[src/rtl/game_pkg.sv]
// Shared definitions for the game controller and the scoring block:
// state encoding, preset tables and the word-index LFSR constants.
package game_pkg;

  typedef enum logic [1:0] {
    ST_SELECT    = 2'd0,
    ST_COUNTDOWN = 2'd1,
    ST_INGAME    = 2'd2,
    ST_FINISH    = 2'd3
  } game_state_t;

  // Preset tables, element [0] is the rightmost entry.
  localparam logic [3:0][6:0] TIME_PRESETS = {7'd120, 7'd60, 7'd30, 7'd15};
  localparam logic [3:0][6:0] WORD_PRESETS = {7'd100, 7'd50, 7'd25, 7'd10};

  // Fibonacci LFSR x^10 + x^7 + 1: feedback from bits 9 and 6.
  localparam logic [9:0] LFSR_TAPS = 10'h240;
  localparam logic [9:0] LFSR_SEED = 10'h001;

  // Game ticks per countdown second.
  localparam int SUB_TICKS = 100;

  localparam logic [1:0] PRESET_IDX_RST = 2'd1;

  // Time limit (mode 0) or word target (mode 1) for a preset index.
  function automatic logic [6:0] preset_value(input logic m, input logic [1:0] idx);
    return m ? WORD_PRESETS[idx] : TIME_PRESETS[idx];
  endfunction

endpackage

[src/rtl/tick_gen.sv]
// Game tick strobe: one-cycle pulse every TICK_DIV clocks, restartable by clr.
// The strobe is registered one cycle early so that the consuming logic acts
// on the edge that completes each TICK_DIV-cycle period.
module tick_gen #(
  parameter int TICK_DIV = 1000000
) (
  input  logic clk,
  input  logic rst,
  input  logic clr,
  output logic tick
);

  localparam int CW = (TICK_DIV > 1) ? $clog2(TICK_DIV) : 1;
  localparam logic [CW-1:0] LAST = CW'(TICK_DIV - 1);

  logic [CW-1:0] cnt;
  logic [CW-1:0] cnt_nxt;

  // Next divider value: restart on clr, wrap after the last count.
  always_comb begin
    cnt_nxt = cnt + CW'(1);
    if (clr || cnt == LAST) cnt_nxt = '0;
  end

  // Divider register and pre-announced strobe.
  always_ff @(posedge clk) begin
    if (rst) begin
      cnt  <= '0;
      tick <= 1'b0;
    end else begin
      cnt  <= cnt_nxt;
      tick <= (cnt_nxt == LAST);
    end
  end

endmodule

[src/rtl/game_ctrl.sv]
// Game flow controller: preset selection, countdown, in-game and finish
// phases, plus a free-running pseudo-random word index.
// Control inputs (start, abort, sel_up, sel_down) are single-cycle pulses
// with no handshake: each is acted on in the cycle it is high, and the
// effect is visible on the registered outputs one cycle later.
module game_ctrl
  import game_pkg::*;
#(
  parameter int TICK_DIV = 1000000,
  parameter int CD_SEC   = 3
) (
  input  logic       clk,
  input  logic       rst,
  input  logic       start,
  input  logic       abort,
  input  logic       sel_up,
  input  logic       sel_down,
  input  logic       mode_sw,
  input  logic       finish,
  output logic [1:0] state,
  output logic       mode,
  output logic [6:0] value,
  output logic [9:0] random_id,
  output logic [1:0] cd_digit,
  output logic       tick
);

  game_state_t st;
  logic [1:0]  preset_idx;
  logic [1:0]  idx_nxt;
  logic [6:0]  sub_cnt;

  logic go_countdown, go_abort, go_finish, go_menu, sec_done, go_ingame;
  logic state_chg;

  assign state = st;

  // Transition decode; abort outranks finish and tick.
  assign go_countdown = (st == ST_SELECT) && start;
  assign go_abort     = ((st == ST_COUNTDOWN) || (st == ST_INGAME)) && abort;
  assign go_finish    = (st == ST_INGAME) && finish && !abort;
  assign go_menu      = (st == ST_FINISH) && start;
  assign sec_done     = (st == ST_COUNTDOWN) && tick && (sub_cnt == 7'(SUB_TICKS - 1));
  assign go_ingame    = sec_done && (cd_digit == 2'd1) && !abort;
  assign state_chg    = go_countdown | go_abort | go_finish | go_menu | go_ingame;

  // Saturating preset index; simultaneous up/down cancels.
  always_comb begin
    idx_nxt = preset_idx;
    if (sel_up && !sel_down && preset_idx != 2'd3) idx_nxt = preset_idx + 2'd1;
    else if (sel_down && !sel_up && preset_idx != 2'd0) idx_nxt = preset_idx - 2'd1;
  end

  tick_gen #(.TICK_DIV(TICK_DIV)) u_tick_gen (
    .clk  (clk),
    .rst  (rst),
    .clr  (state_chg),
    .tick (tick)
  );

  // Game FSM with registered mode, value, countdown digit and sub-counter.
  always_ff @(posedge clk) begin
    if (rst) begin
      st         <= ST_SELECT;
      mode       <= 1'b0;
      preset_idx <= PRESET_IDX_RST;
      value      <= preset_value(1'b0, PRESET_IDX_RST);
      cd_digit   <= 2'd0;
      sub_cnt    <= 7'd0;
    end else begin
      case (st)
        ST_SELECT: begin
          mode       <= mode_sw;
          preset_idx <= idx_nxt;
          value      <= preset_value(mode_sw, idx_nxt);
          if (go_countdown) begin
            st       <= ST_COUNTDOWN;
            cd_digit <= 2'(CD_SEC);
            sub_cnt  <= 7'd0;
          end
        end
        ST_COUNTDOWN: begin
          if (go_abort) begin
            st <= ST_SELECT;
          end else if (sec_done) begin
            sub_cnt  <= 7'd0;
            cd_digit <= cd_digit - 2'd1;
            if (go_ingame) st <= ST_INGAME;
          end else if (tick) begin
            sub_cnt <= sub_cnt + 7'd1;
          end
        end
        ST_INGAME: begin
          if (go_abort)       st <= ST_SELECT;
          else if (go_finish) st <= ST_FINISH;
        end
        ST_FINISH: begin
          if (go_menu) st <= ST_SELECT;
        end
        default: st <= ST_SELECT;
      endcase
    end
  end

  // Word-index LFSR, advances every cycle in every state.
  always_ff @(posedge clk) begin
    if (rst) random_id <= LFSR_SEED;
    else     random_id <= {random_id[8:0], ^(random_id & LFSR_TAPS)};
  end

endmodule

[config.mk]
export PLATFORM = sky130hd
export DESIGN_NAME = game_ctrl
export DESIGN_NICKNAME = d
export VERILOG_FILES = /design/src/rtl/game_pkg.sv /design/src/rtl/tick_gen.sv /design/src/rtl/game_ctrl.sv
export SDC_FILE = /design/constraint.sdc
export NUM_CORES = 1
export LEC_CHECK = 0
export ABC_AREA = 0
export CAP_MARGIN = 15
export CORE_MARGIN = 8
export CORE_UTILIZATION = 40
export CTS_CLUSTER_SIZE = 30
export DETAILED_ROUTE_END_ITERATION = 8
export GPL_TIMING_DRIVEN = 0
export PLACE_DENSITY_LB_ADDON = 0.08
export SYNTH_ARGS = -nofsm -noshare
export SYNTH_HDL_FRONTEND = slang
export SYNTH_SLANG_ARGS = --single-unit
[constraint.sdc]
create_clock -name clk -period 5.1 [get_ports clk]
set_input_delay 1.53 -clock clk [delete_from_list [all_inputs] [get_ports clk]]
set_output_delay 1.53 -clock clk [all_outputs]
set_load 0.03 [all_outputs]
Word level (Yosys, flattened, before mapping)
Index checks and enable logic that the tools add are counted.
{"block": "word_totals", "ff_bits": 52, "input_bits": 8, "word_cells": 85}
{"block": "op_classes", "add_sub_neg": 5, "n_lt_le_gt_ge": 1, "eq_ne": 16, "mux": 25, "bitwise": 4, "reduce_logical": 25}
{"op": "$mux W7", "count": 7}
{"op": "$eq A20 B20 Y1 const B", "count": 2}
{"op": "$bmux W7 S2", "count": 2}
{"op": "$mux W2", "count": 12}
{"op": "$add A20 B1 Y20 const B", "count": 1}
{"op": "$mux W20", "count": 1}
{"op": "$pmux W7 S2", "count": 1}
{"op": "$logic_and A1 B1 Y1", "count": 13}
{"op": "$ne A2 B2 Y1 const B", "count": 5}
{"op": "$reduce_xor A10 Y1", "count": 1}
{"op": "$ne A3 B3 Y1 const B", "count": 3}
{"op": "$pmux W2 S4", "count": 1}
{"op": "$reduce_and A4 Y1", "count": 2}
{"op": "$add A7 B1 Y7 const B", "count": 1}
{"op": "$eq A7 B7 Y1 const B", "count": 1}
{"op": "$reduce_and A5 Y1", "count": 1}
{"op": "$eq A2 B1 Y1 const B", "count": 2}
{"op": "$eq A2 B2 Y1 const B", "count": 2}
{"op": "$or A1 B1 Y1", "count": 4}
{"op": "$pmux W2 S2", "count": 1}
{"op": "$reduce_bool A2 Y1", "count": 2}
{"op": "$sub A2 B1 Y2 const B", "count": 2}
{"op": "$logic_not A1 Y1", "count": 3}
{"op": "$lt A2 B3 Y1 const B", "count": 1}
{"op": "other kinds (4)", "count": 5}

Logic depth before layout (Yosys ltp)
{"block": "logic_depth", "depth_word": 10, "ltp_mapped": 12}

Modules after synthesis
A second synthesis with hierarchy kept.
{"block": "hier_totals", "hier_cells": 296, "area_unflattened_um2": 2620.0}
{"mod": "game_ctrl", "instances": 1, "cells_per_inst": 166, "area_per_inst_um2": 1515.2, "seq_area_each_um2": 600.6}
{"mod": "tick_gen", "instances": 1, "cells_per_inst": 130, "area_per_inst_um2": 1104.8, "seq_area_each_um2": 420.4}

Least setup slack after synthesis
No wires, ideal clock.
{"block": "synth_timing", "path_type": "in2reg", "start": "input sel_up", "end": "register value[4]", "setup_ns": 0.119, "arrival_time_ns": 2.845, "required_ns": 4.981, "path_slack_ns": 2.135, "cell_stages": 9, "cell_sequence": "o21ai_0 -> a22oi_1 -> a2bb2oi_1 -> inv_1 -> ha_1 -> mux2i_1 -> nand2_1 -> o21ai_0 -> nand2_1"}
{"block": "synth_between", "elab_chain_len": 8, "word_cells_on_any_way": 12, "cone_classes": "mux (7); reduce/logical (5)"}
{"item": "start: declaration", "line_no": "game_ctrl.sv:16", "rtl": "input logic sel_up,"}
{"item": "$logic_not A1 Y1", "line_no": "game_ctrl.sv:51", "rtl": "else if (sel_down && !sel_up && preset_idx != 2'd0) idx_nxt = preset_idx - 2'd1;"}
{"item": "$logic_and A1 B1 Y1 (2 in a row)", "line_no": "game_ctrl.sv:51"}
{"item": "$mux W2", "line_no": "game_ctrl.sv:51"}
{"item": "$mux W2 *", "line_no": "game_ctrl.sv:50", "rtl": "if (sel_up && !sel_down && preset_idx != 2'd3) idx_nxt = preset_idx + 2'd1;"}
{"item": "via idx_nxt[1]", "line_no": "game_ctrl.sv:30", "rtl": "logic [1:0] idx_nxt;"}
{"item": "$bmux W7 S2", "line_no": "game_pkg.sv:27", "rtl": "return m ? WORD_PRESETS[idx] : TIME_PRESETS[idx];"}
{"item": "$mux W7 (not written as such)", "line_no": "game_pkg.sv:27"}
{"item": "$mux W7 *", "line_no": "game_pkg.sv:27"}
{"item": "end signal: assignment", "line_no": "game_ctrl.sv:67", "rtl": "value <= preset_value(1'b0, PRESET_IDX_RST);"}
{"item": "end signal: assignment", "line_no": "game_ctrl.sv:75", "rtl": "value <= preset_value(mode_sw, idx_nxt);"}
{"item": "end: declaration", "line_no": "game_ctrl.sv:22", "rtl": "output logic [6:0] value,"}
The timed path passes the listed nets; every way through them passes the cells marked *. The select of a mux whose other input is x is not followed.
A chain may end at the register's enable or synchronous reset.

Worst setup path after layout
Same ends and word-level chain as after synthesis.

==> summary.md <==
| Metric | Value |
|---|---|
| Status | `completed` |
| Mapped Nets | `330` |
| Worst-margin pin slew | `0.710 ns` |
| Gr usage total | `12.2%` |
| CTS Hold Bufs | `0` |
| Die Wd | `97.1 um` |
| Via count | `2167` |
| Filler instances | `640` |
| Area growth syn-to-layout | `18.1%` |
| F_max | `292 MHz` |
| Mux cell area share after synthesis | `2.67%` |
| Final setup viols | `0` |
| Sequential element share of the synthesized area | `38.8%` |
| Max Cap Viol | `0` |
| Vias per cell | `5.16` |
| Post-cts sizing count | `0` |
| Die area | `9420 um^2` |
| Min-delay src | `random_id[8]` |
| Initial antenna violation count | `0` |
| Post-synthesis cell area | `2630 um^2` |
| CTS Buf Count | `5` |
| Unrepaired setup endpoints after global routing | `false` |
| Die Ht | `97.1 um` |
| Multi-input logic area | `1490 um^2` |
| XOR/XNOR Fraction of Synth Area | `6.66%` |
| GR Overflow Total | `0` |
| Most used DFF post-synth | `dfxtp_1` |
| Largest family of logic cells by synthesized area | `simple AND/OR/NAND/NOR gates` |
| Area leader, netlist | `dfxtp_1` |
| Synth Area in Simple Gates | `28.7%` |
| IO Pins | `31` |
| Placed Cells incl. Taps | `412` |
| Global-route wire length before repair | `9800 um` |
| First DRT Iteration DRCs | `58` |
| Worst Hold Class | `reg2reg` |
| Setup Skew | `0.00991 ns` |
| Synth cell types | `52` |
| P_leak | `1.17 nW` |
| Crit. End Element | `flip-flop` |
| Setup TNS | `0 ns` |
| Layout cells sized above 1 | `6.41%` |
| Critical path required time | `5.30 ns` |
| Placed Area | `3010 um^2` |
| Fin util | `48.9%` |
| Crit path launch | `sel_up` |
| Max IR drop VDD | `0.226 mV` |
| Synth Register Bits | `51` |
| Syn Area/Cell | `8.56 um^2` |
| Clk slew on worst S/H paths | `0.10 ns` |
| Asr flop ratio synth | `0%` |
| Adder-cell area share of the yosys netlist | `7.14%` |
| Worst relative slew slack | `52.3%` |
| WL per Instance | `13.8 um` |
| Post-CTS Setup Inserts | `0` |
| IO buf count | `28` |
| ANT cells | `0` |
| Synth top area share | `38.8%` |
| Pin count of the biggest net entering global routing | `17` |
| Core Box Area | `6350 um^2` |
| Post-Syn Instances | `307` |
| Top cells by area, synth | `dfxtp_1 (39%), ha_1 (7.1%), nor2_1 (5.7%)` |
| Reg2Reg Depth | `11` |
| PwrDens | `331 nW/um^2` |
| Synth Area in Compound Gates | `11.5%` |
| Crit path arrival time | `3.63 ns` |
| Fin cells | `420` |
| Initial Util | `41.4%` |
| EDFF count, synth | `0` |
| Worst hold stages | `1` |
| Final Max Slew Viols | `0` |
| Remaining antenna violation count | `0` |
| Register area | `1020 um^2` |
| Crit Path Max Fanout | `7` |
| Final instance area | `3100 um^2` |
| Setup CP Type | `in2reg` |
| Clk buf depth | `2` |
| DRC | `0` |
| Clk Latency, worst-skew pair | `0.31 ns` |
| Synth top cells by count | `dfxtp_1 (51), nor2_1 (40), nand2_1 (20)` |
| HPWL after DPL | `4280 um` |
| Final Hold Fails | `0` |
| Most common cell in the synthesized netlist | `dfxtp_1` |
| Min Tclk post-route | `3.43 ns` |
| YS warnings | `0` |
| Initial DRT Pass Iterations | `4` |
| H-tree Lvls | `2` |
| Row cnt | `29` |
| RePlAce Congestion | `0.844` |
| Type of origin of the critical path | `input pin` |
| Number of global-route vias before repair | `2074` |
| Crit share post-route | `67.2%` |
| CTS tree | `done` |
| Root Buffer | `clkbuf_8` |
| Hold_ws | `0.465 ns` |
| R2R Path Start | `value[5]` |
| Final nets | `365` |
| Routed WL | `5810 um` |
| Clock sink total | `51` |
==> per-stage QoR <==
stage | total power, W | setup slack, ns
global placement | 0.000784 | 1.40
floorplan | 0.000686 | 2.14
global route | 0.00110 | 1.50
detailed placement | 0.000787 | 1.35
finish | 0.00103 | 1.67
CTS | 0.00104 | 1.69
==> path summary, 6_finish.rpt <==
| check | end | slack, ns |
|---|---|---|
| worst max-delay path | value[4] | 1.67 |
| worst min-delay path | random_id[9] | 0.47 |
| worst max register to register | value[4] | 2.68 |
| worst min register to register | random_id[9] | 0.47 |
==> logic make-up after synthesis <==
kind of cell / count (synthesis)
adder cells (fa/ha/maj): 15
multiplexers: 7
XOR/XNOR: 20
AND/OR/NAND/NOR: 137
AO/OA/AOI/OAI: 48
buffers and inverters: 29
flip-flops: 51
==> cells in the final DEF, fill, tap and decap left out, types with 9 or more instances in the layout <==
cell             netlist  layout
a21oi_1               14      14
xor2_1                 9       9
o21ai_0               11      11
nand2_1               20      20
inv_1                 16      16
dfxtp_1               51      51
xnor2_1               11      11
nor2_1                40      40
nand3_1               14      14
nor2b_1               13      13
ha_1                  15      15
clkdlybuf4s50_1        0      28
==> flip-flops by register name, indices dropped and copies added (netlist names) <==
name	flops
cd_digit	2
mode	1
preset_idx	1
random_id	10
state	2
sub_cnt	7
u_tick_gen.cnt	20
u_tick_gen.tick	1
value	7
==> final cells by class <==
cell class                 instances  share of cell area, %
buffer                            13                   1.89
clock buffer                       6                   2.66
clock inverter                     2                  0.524
inverter                          16                   1.93
multi-input combinational        227                   48.0
sequential                        51                   32.9
tap                               77                   3.10
timing repair buffer              28                   9.03
==> power by group <==
group          total [W]  internal, W  switching, W
sequential      0.000453     0.000430     0.0000232
clock           0.000250     0.000111      0.000139
combinational   0.000323     0.000132      0.000191
==> routing by layer <==
layer | part of all wire, % | routed length [um] | vias up | global-route usage [%]
met4 | 0.74 | 43 | 0 | 4.26
li1 | - | - | 1141 | -
met3 | 3.5 | 205 | 4 | 3.13
met5 | 0 | 0 | - | 0
met1 | 50 | 2920 | 992 | 15.1
met2 | 46 | 2640 | 30 | 19.9
==> worst max-delay path, stage by stage <==
cell and delay [ns]:
clkdlybuf4s50_1 0.52, nand2b_1 0.09, a21oi_1 0.14, a2bb2oi_1 0.54
inv_1 0.14, ha_1 0.32, mux2i_1 0.13, nand2_1 0.06
o21ai_0 0.08, nand2_1 0.06
Note: power is estimated with default switching activity, not from simulation.
